**src/rtl/uart_rx.sv**
```systemverilog
// UART receiver: 1 start, WIDTH data bits LSB first, 1 stop, no parity, DIVISOR clocks per bit.
// Define UART_RX_MAJORITY_EN to use a 2-of-3 vote of the synchronized line at each decision edge.
module uart_rx #(
  parameter int WIDTH   = 8,
  parameter int DIVISOR = 100
) (
  input  logic             clk,
  input  logic             i_reset,
  input  logic             i_rx,
  output logic [WIDTH-1:0] o_data,
  output logic             o_dv,
  output logic             o_frame_err,
  output logic             o_busy
);

  localparam int H     = DIVISOR / 2;
  localparam int CNT_W = $clog2(DIVISOR);
  localparam int IDX_W = $clog2(WIDTH) + 1;

  localparam logic [CNT_W-1:0] HALF_M1  = CNT_W'(H - 1);
  localparam logic [CNT_W-1:0] FULL_M1  = CNT_W'(DIVISOR - 1);
  localparam logic [IDX_W-1:0] LAST_IDX = IDX_W'(WIDTH - 1);

  typedef enum logic [2:0] {
    S_IDLE,
    S_START,
    S_DATA,
    S_STOP,
    S_BREAK
  } state_e;

  state_e           state_q, state_d;
  logic [1:0]       sync_q;
  logic             rx_s;
  logic             s;
  logic [CNT_W-1:0] cnt_q, cnt_d;
  logic [IDX_W-1:0] bit_idx_q, bit_idx_d;
  logic [WIDTH-1:0] shreg_q, shreg_d;
  logic [WIDTH-1:0] data_q, data_d;
  logic             dv_q, dv_d;
  logic             ferr_q, ferr_d;
  logic [WIDTH:0]   shift_w;

  // Two-flop synchronizer; resets to the idle (high) line level.
  always_ff @(posedge clk) begin
    if (i_reset) begin
      sync_q <= 2'b11;
    end else begin
      sync_q <= {sync_q[0], i_rx};
    end
  end

  assign rx_s = sync_q[1];

`ifdef UART_RX_MAJORITY_EN
  logic [1:0] hist_q;

  function automatic logic maj3(input logic a, input logic b, input logic c);
    return (a & b) | (a & c) | (b & c);
  endfunction

  always_ff @(posedge clk) begin
    if (i_reset) begin
      hist_q <= 2'b11;
    end else begin
      hist_q <= {hist_q[0], rx_s};
    end
  end

  assign s = maj3(rx_s, hist_q[0], hist_q[1]);
`else
  assign s = rx_s;
`endif

  always_ff @(posedge clk) begin
    if (i_reset) begin
      state_q   <= S_IDLE;
      cnt_q     <= '0;
      bit_idx_q <= '0;
      shreg_q   <= '0;
      data_q    <= '0;
      dv_q      <= 1'b0;
      ferr_q    <= 1'b0;
    end else begin
      state_q   <= state_d;
      cnt_q     <= cnt_d;
      bit_idx_q <= bit_idx_d;
      shreg_q   <= shreg_d;
      data_q    <= data_d;
      dv_q      <= dv_d;
      ferr_q    <= ferr_d;
    end
  end

  // New bit enters at the MSB so bit 0, received first, ends in shreg[0].
  assign shift_w = {s, shreg_q};

  always_comb begin
    state_d   = state_q;
    cnt_d     = cnt_q;
    bit_idx_d = bit_idx_q;
    shreg_d   = shreg_q;
    data_d    = data_q;
    dv_d      = 1'b0;
    ferr_d    = 1'b0;

    unique case (state_q)
      S_IDLE: begin
        cnt_d = '0;
        if (!rx_s) begin
          state_d = S_START;
        end
      end

      S_START: begin
        if (cnt_q == HALF_M1) begin
          cnt_d = '0;
          if (!s) begin
            state_d   = S_DATA;
            bit_idx_d = '0;
          end else begin
            state_d = S_IDLE;
          end
        end else begin
          cnt_d = cnt_q + CNT_W'(1);
        end
      end

      S_DATA: begin
        if (cnt_q == FULL_M1) begin
          cnt_d   = '0;
          shreg_d = shift_w[WIDTH:1];
          if (bit_idx_q == LAST_IDX) begin
            state_d = S_STOP;
          end else begin
            bit_idx_d = bit_idx_q + IDX_W'(1);
          end
        end else begin
          cnt_d = cnt_q + CNT_W'(1);
        end
      end

      // Leaving at mid-stop lets a back-to-back start bit be caught.
      S_STOP: begin
        if (cnt_q == FULL_M1) begin
          cnt_d = '0;
          if (s) begin
            data_d  = shreg_q;
            dv_d    = 1'b1;
            state_d = S_IDLE;
          end else begin
            ferr_d  = 1'b1;
            state_d = S_BREAK;
          end
        end else begin
          cnt_d = cnt_q + CNT_W'(1);
        end
      end

      S_BREAK: begin
        cnt_d = '0;
        if (rx_s) begin
          state_d = S_IDLE;
        end
      end

      default: begin
        state_d = S_IDLE;
        cnt_d   = '0;
      end
    endcase
  end

  assign o_data      = data_q;
  assign o_dv        = dv_q;
  assign o_frame_err = ferr_q;
  assign o_busy      = (state_q != S_IDLE);

endmodule
```
**config.mk**
```make
export PLATFORM = sky130hd
export DESIGN_NAME = uart_rx
export DESIGN_NICKNAME = d
export VERILOG_FILES = /design/src/rtl/uart_rx.sv
export SDC_FILE = /design/constraint.sdc
export NUM_CORES = 1
export LEC_CHECK = 0
export ABC_AREA = 1
export BUFFER_PORTS_ARGS = -buffer_cell sky130_fd_sc_hd__buf_2
export CAP_MARGIN = 20
export CORE_MARGIN = 2
export CORE_UTILIZATION = 40
export CTS_CLUSTER_DIAMETER = 100
export DETAILED_ROUTE_END_ITERATION = 7
export PLACE_DENSITY = 0.58
export SYNTH_ARGS = -nofsm -noshare
export SYNTH_HDL_FRONTEND = slang
export SYNTH_SLANG_ARGS = --single-unit
```
**constraint.sdc**
```tcl
create_clock -name clk -period 1.6 [get_ports clk]
set_clock_uncertainty 0.05 [all_clocks]
set_input_delay 0.24 -clock clk [delete_from_list [all_inputs] [get_ports clk]]
set_output_delay 0.24 -clock clk [all_outputs]
set_load 0.05 [all_outputs]
```
Word-level counts from Yosys, hierarchy flattened
Index checks and enable logic that the tools add are counted. W data, S select, Z words.

$add $sub $neg: 2. Eq/ne operators: 15. Muxes and demuxes: 19. Bitwise operators: 2. Reductions and logical operators: 9.

Operators by type and width (number): $mux W3 (7); $mux W4 (4); $ne A2 B2 Y1 const B (8); $pmux W3 S5 (1); $mux W7 (2); $pmux W7 S2 (1); $pmux W4 S2 (1); $add A7 B1 Y7 const B (1); $eq A7 B6 Y1 const B (1); $eq A7 B7 Y1 const B (1); $eq A3 B2 Y1 const B (2); $reduce_and A6 Y1 (1); $reduce_and A5 Y1 (1); $add A4 B1 Y4 const B (1); $eq A4 B3 Y1 const B (1); $eq A3 B1 Y1 const B (1); $eq A3 B3 Y1 const B (1); $logic_not A3 Y1 (1); $reduce_and A3 Y1 (1); $reduce_bool A3 Y1 (1); $reduce_or A3 Y1 (1); $mux W1 (2); $mux W2 (1); $not A1 Y1 (2); 3 further kinds (3).

Register bits after elaboration: 34. Input port bits: 3. Output and inout port bits: 11. Word-level logic and storage cells: 55.

Logic depth before layout (Yosys ltp)
Depth after elaboration: 4. Depth in mapped cells: 11. Gate-level depth less buffers: 11.

Worst setup path before layout
No wires, ideal clock.

Path kind: reg2reg. Start: reg cnt_q[0]. End: reg data_q[3] (netlist: o_data[3]). Data arrival time: 1.326 ns. Setup slack: 0.158 ns. Cell stages (with the launch flop): 9. Buffers on the path: 1. Clock period less this slack: 1.442 ns. Path through: dfxtp_1 -> ha_1 -> nand2_1 -> inv_1 -> nand3_4 -> nor3_4 -> buf_6 -> o21ai_2 -> a21oi_2.

Cells in the longest elaborated chain, start to end: 2.

RTL lines: start: declaration (RTL line 36) `logic [CNT_W-1:0] cnt_q, cnt_d;`; start signal: assignment (RTL line 86) `cnt_q <= cnt_d;`; $eq A7 B7 Y1 (RTL line 145) `if (cnt_q == FULL_M1) begin`; $reduce_and A3 Y1 (no source line); end signal: assignment (RTL line 89) `data_q <= data_d;`; end: declaration (RTL line 39) `logic [WIDTH-1:0] data_q, data_d;`.

No other way between the ends. A chain may end at the register's enable or synchronous reset.

Worst setup path after layout
Start: reg cnt_q[0]. End: reg data_q[4] (netlist: o_data[4]).

The elaborated chain is that of the path after synthesis.

==> flow_summary_export.csv <==
group,metric,value,unit
status,status,"finished, final reports clean",
power,power_density,1280,nW/µm²
critical_path,cpPeakStageDelay,0.37,ns
critical_path,worstReg2RegStart,"cnt_q[0]",
routing,avgViaCountPerCell,4.68,
clock_tree,cts_buffers,5,
critical_path,crit_path_start,"cnt_q[0]",
synthesis,netlist_area,1490,µm²
global_route,grt_start_max_net_pins,17,
critical_path,worst-path-buf-inv,2,
floorplan,start_util,0.413,
critical_path,crit_type,"flip-flop to flip-flop",
power,power_leakage,0.747,nW
placed_design,pre_cts_ws,0.0193,ns
critical_path,cp.required,1.77,ns
floorplan,die_h,65.0,µm
global_route,antenna_found_initial,0,
critical_path,worstPathArrival,1.64,ns
global_route,grt.total_usage,0.135,
synthesis,ys_warn_count,0,
routing,drt_first_pass_iters,4,
global_route,grt_overflow,0,
critical_path,path_cells,"ha_4 -> nand2_1 -> inv_2 -> nand3_4 -> nor3_4 -> buf_2 -> o21ai_2 -> a21oi_2",
synthesis,synth_seq_cells,34,
finish,nFillCells,354,
routing,drt_iter0_drc,54,
critical_path,crit_path_start_kind,"flip-flop",
routing,ant_nets,0,
finish,drive_gt1_frac,0.263,
sta,maxSlewHeadroom,0.758,
sta,setup_ws,0.128,ns
clock_tree,tritoncts,"yes",
placed_design,io_buffer_count,13,
finish,final_cell_mix,"dfxtp_1, nor2_1, inv_1",
sta,min_period,1.47,ns
sta,min_period_over_period,0.920,
floorplan,rows,22,
clock_tree,clk_pin_slew,0.07,ns
routing,dr_total_vias,1202,
sta,tns,0,ns
hold_path,hp-class,"input port to flip-flop",
synthesis,ys_seq_area_frac,0.457,
run,max_cap_viol_count,0,
placed_design,gp_congestion,0.864,
finish,area_growth,19.3,%
floorplan,coreArea,3610,µm²
floorplan,dieWidth,65.0,µm
floorplan,die_area,4230,µm²
clock_tree,cts_hold_buf,0,
clock_tree,clockRootBuffer,"clkbuf_8",
finish,antenna_cells,0,
critical_path,r2r_slack,0.13,ns
critical_path,crit_path_top_delay_cell,"dfxtp_4",
power,vdd_drop_max,0.533,mV
sta,max_freq,0.679,GHz
critical_path,endpoint_kind,"flip-flop",
floorplan,num_io_pins,14,
sta,final-hold-violation-count,0,
sta,finalSetupViolations,0,
global_route,grt_pass1_vias,1052,
routing,wl_per_cell,10.4,µm
sta,rsz0062_at_grt,"no",
synthesis,avgSynthCellArea,8.14,µm²
sta,worstMarginPinSlew,0.362,ns
clock_tree,cts-htree-levels,2,
finish,final_common_cell,"dfxtp_1",
clock_tree,clock_path_buffers,2,
placed_design,place_hpwl,1920,µm
synthesis,syn_inst,183,
synthesis,yosysUniqueCellTypes,28,
clock_tree,cts_sinks,34,
synthesis,synth_fp_nets,189,
routing,drc,0,
global_route,grt_pass1_wl,4360,µm
routing,wirelength,2680,µm
finish,nNetsFinal,214,
critical_path,path_delay_family,"simple AND/OR/NAND/NOR gates",
clock_tree,clk_latency,0.28,ns
hold_path,worstHoldStart,"i_rx",
critical_path,crit_fanout,4,
sta,drv_slew,0,
==> per-layer routing <==
layer / track usage / vias to the layer above / wire [µm]
met3: 0.0590 / 4 / 125
met2: 0.218 / 23 / 1230
li1: - / 640 / -
met4: 0.0547 / 0 / 33
met5: 0 / - / 0
met1: 0.157 / 535 / 1280
==> synthesized netlist by cell type, drive strengths merged <==
cell type	number	area (µm²)
or2	2	12.5
dfxtp	34	681
nor3	4	31.3
clkbuf	1	3.75
xnor2	2	17.5
o211ai	1	12.5
nand2	23	93.8
nand4	3	18.8
inv	25	93.8
nand3	11	77.6
nor2	27	114
nor3b	1	7.51
ha	3	37.5
buf	3	42.5
xor2	3	26.3
a21oi	19	103
o21ai	21	116
==> registers in the layout (all words and copies together), names as in the netlist <==
| signal | count |
|---|---|
| o_data | 8 |
| shreg_q | 8 |
| cnt_q | 7 |
| bit_idx_q | 4 |
| state_q | 3 |
| sync_q | 2 |
| o_dv | 1 |
| o_frame_err | 1 |
==> area by class of cell <==
| type | instances | area, µm² | share of cell area |
|---|---|---|---|
| Multi-Input combinational cell | 120 | 683 | 0.385 |
| Tap cell | 48 | 60.1 | 0.0338 |
| Clock inverter | 1 | 5.00 | 0.00282 |
| Sequential cell | 34 | 686 | 0.386 |
| Clock buffer | 7 | 86.3 | 0.0486 |
| Inverter | 25 | 93.8 | 0.0528 |
| Timing Repair Buffer | 22 | 163 | 0.0915 |
==> cell families (layout without fill, tap and decap cells) <==
kind of cell / count (synthesis) / in the layout / share of synthesized area
and+or+nand+nor: 71 / 71 / 0.239
AOI/OAI and AO/OA: 41 / 41 / 0.155
DFF: 34 / 34 / 0.457
buffers and inverters: 29 / 55 / 0.0941
xor gates and xnor gates: 5 / 5 / 0.0294
adders and majority gates: 3 / 3 / 0.0252
==> timing repair <==
action	4_1_cts	5_1_grt
setup buffers	0	3
resized for setup	0	9
setup endpoints to repair	0	22
==> through the flow <==
stage	std cells	instance area, µm²	power (W)	util	hold WS, ns
after global placement	245	1620	0.00162	0.449	0.343
after floorplan	183	1490	0.00151	-	0.259
after CTS	253	1710	0.00229	0.474	0.0711
after detailed placement	245	1620	0.00163	0.449	0.351
final	257	1780	0.00228	0.493	0.0852
after global routing	257	1780	0.00242	0.493	0.0757
==> report_power, final <==
group	internal, W	switching [W]
Sequential	0.000900	0.0000732
Clock	0.000347	0.000292
Combinational	0.000197	0.000473
==> worst paths after layout <==
| kind | depth (start not counted) | end |
|---|---|---|
| setup / recovery | 8 | o_data[4] |
| hold reg to reg | 1 | sync_q[1] |
| setup reg to reg | 8 | o_data[4] |
| hold / removal | 2 | sync_q[0] |
Power figures use the tool's default switching activity.
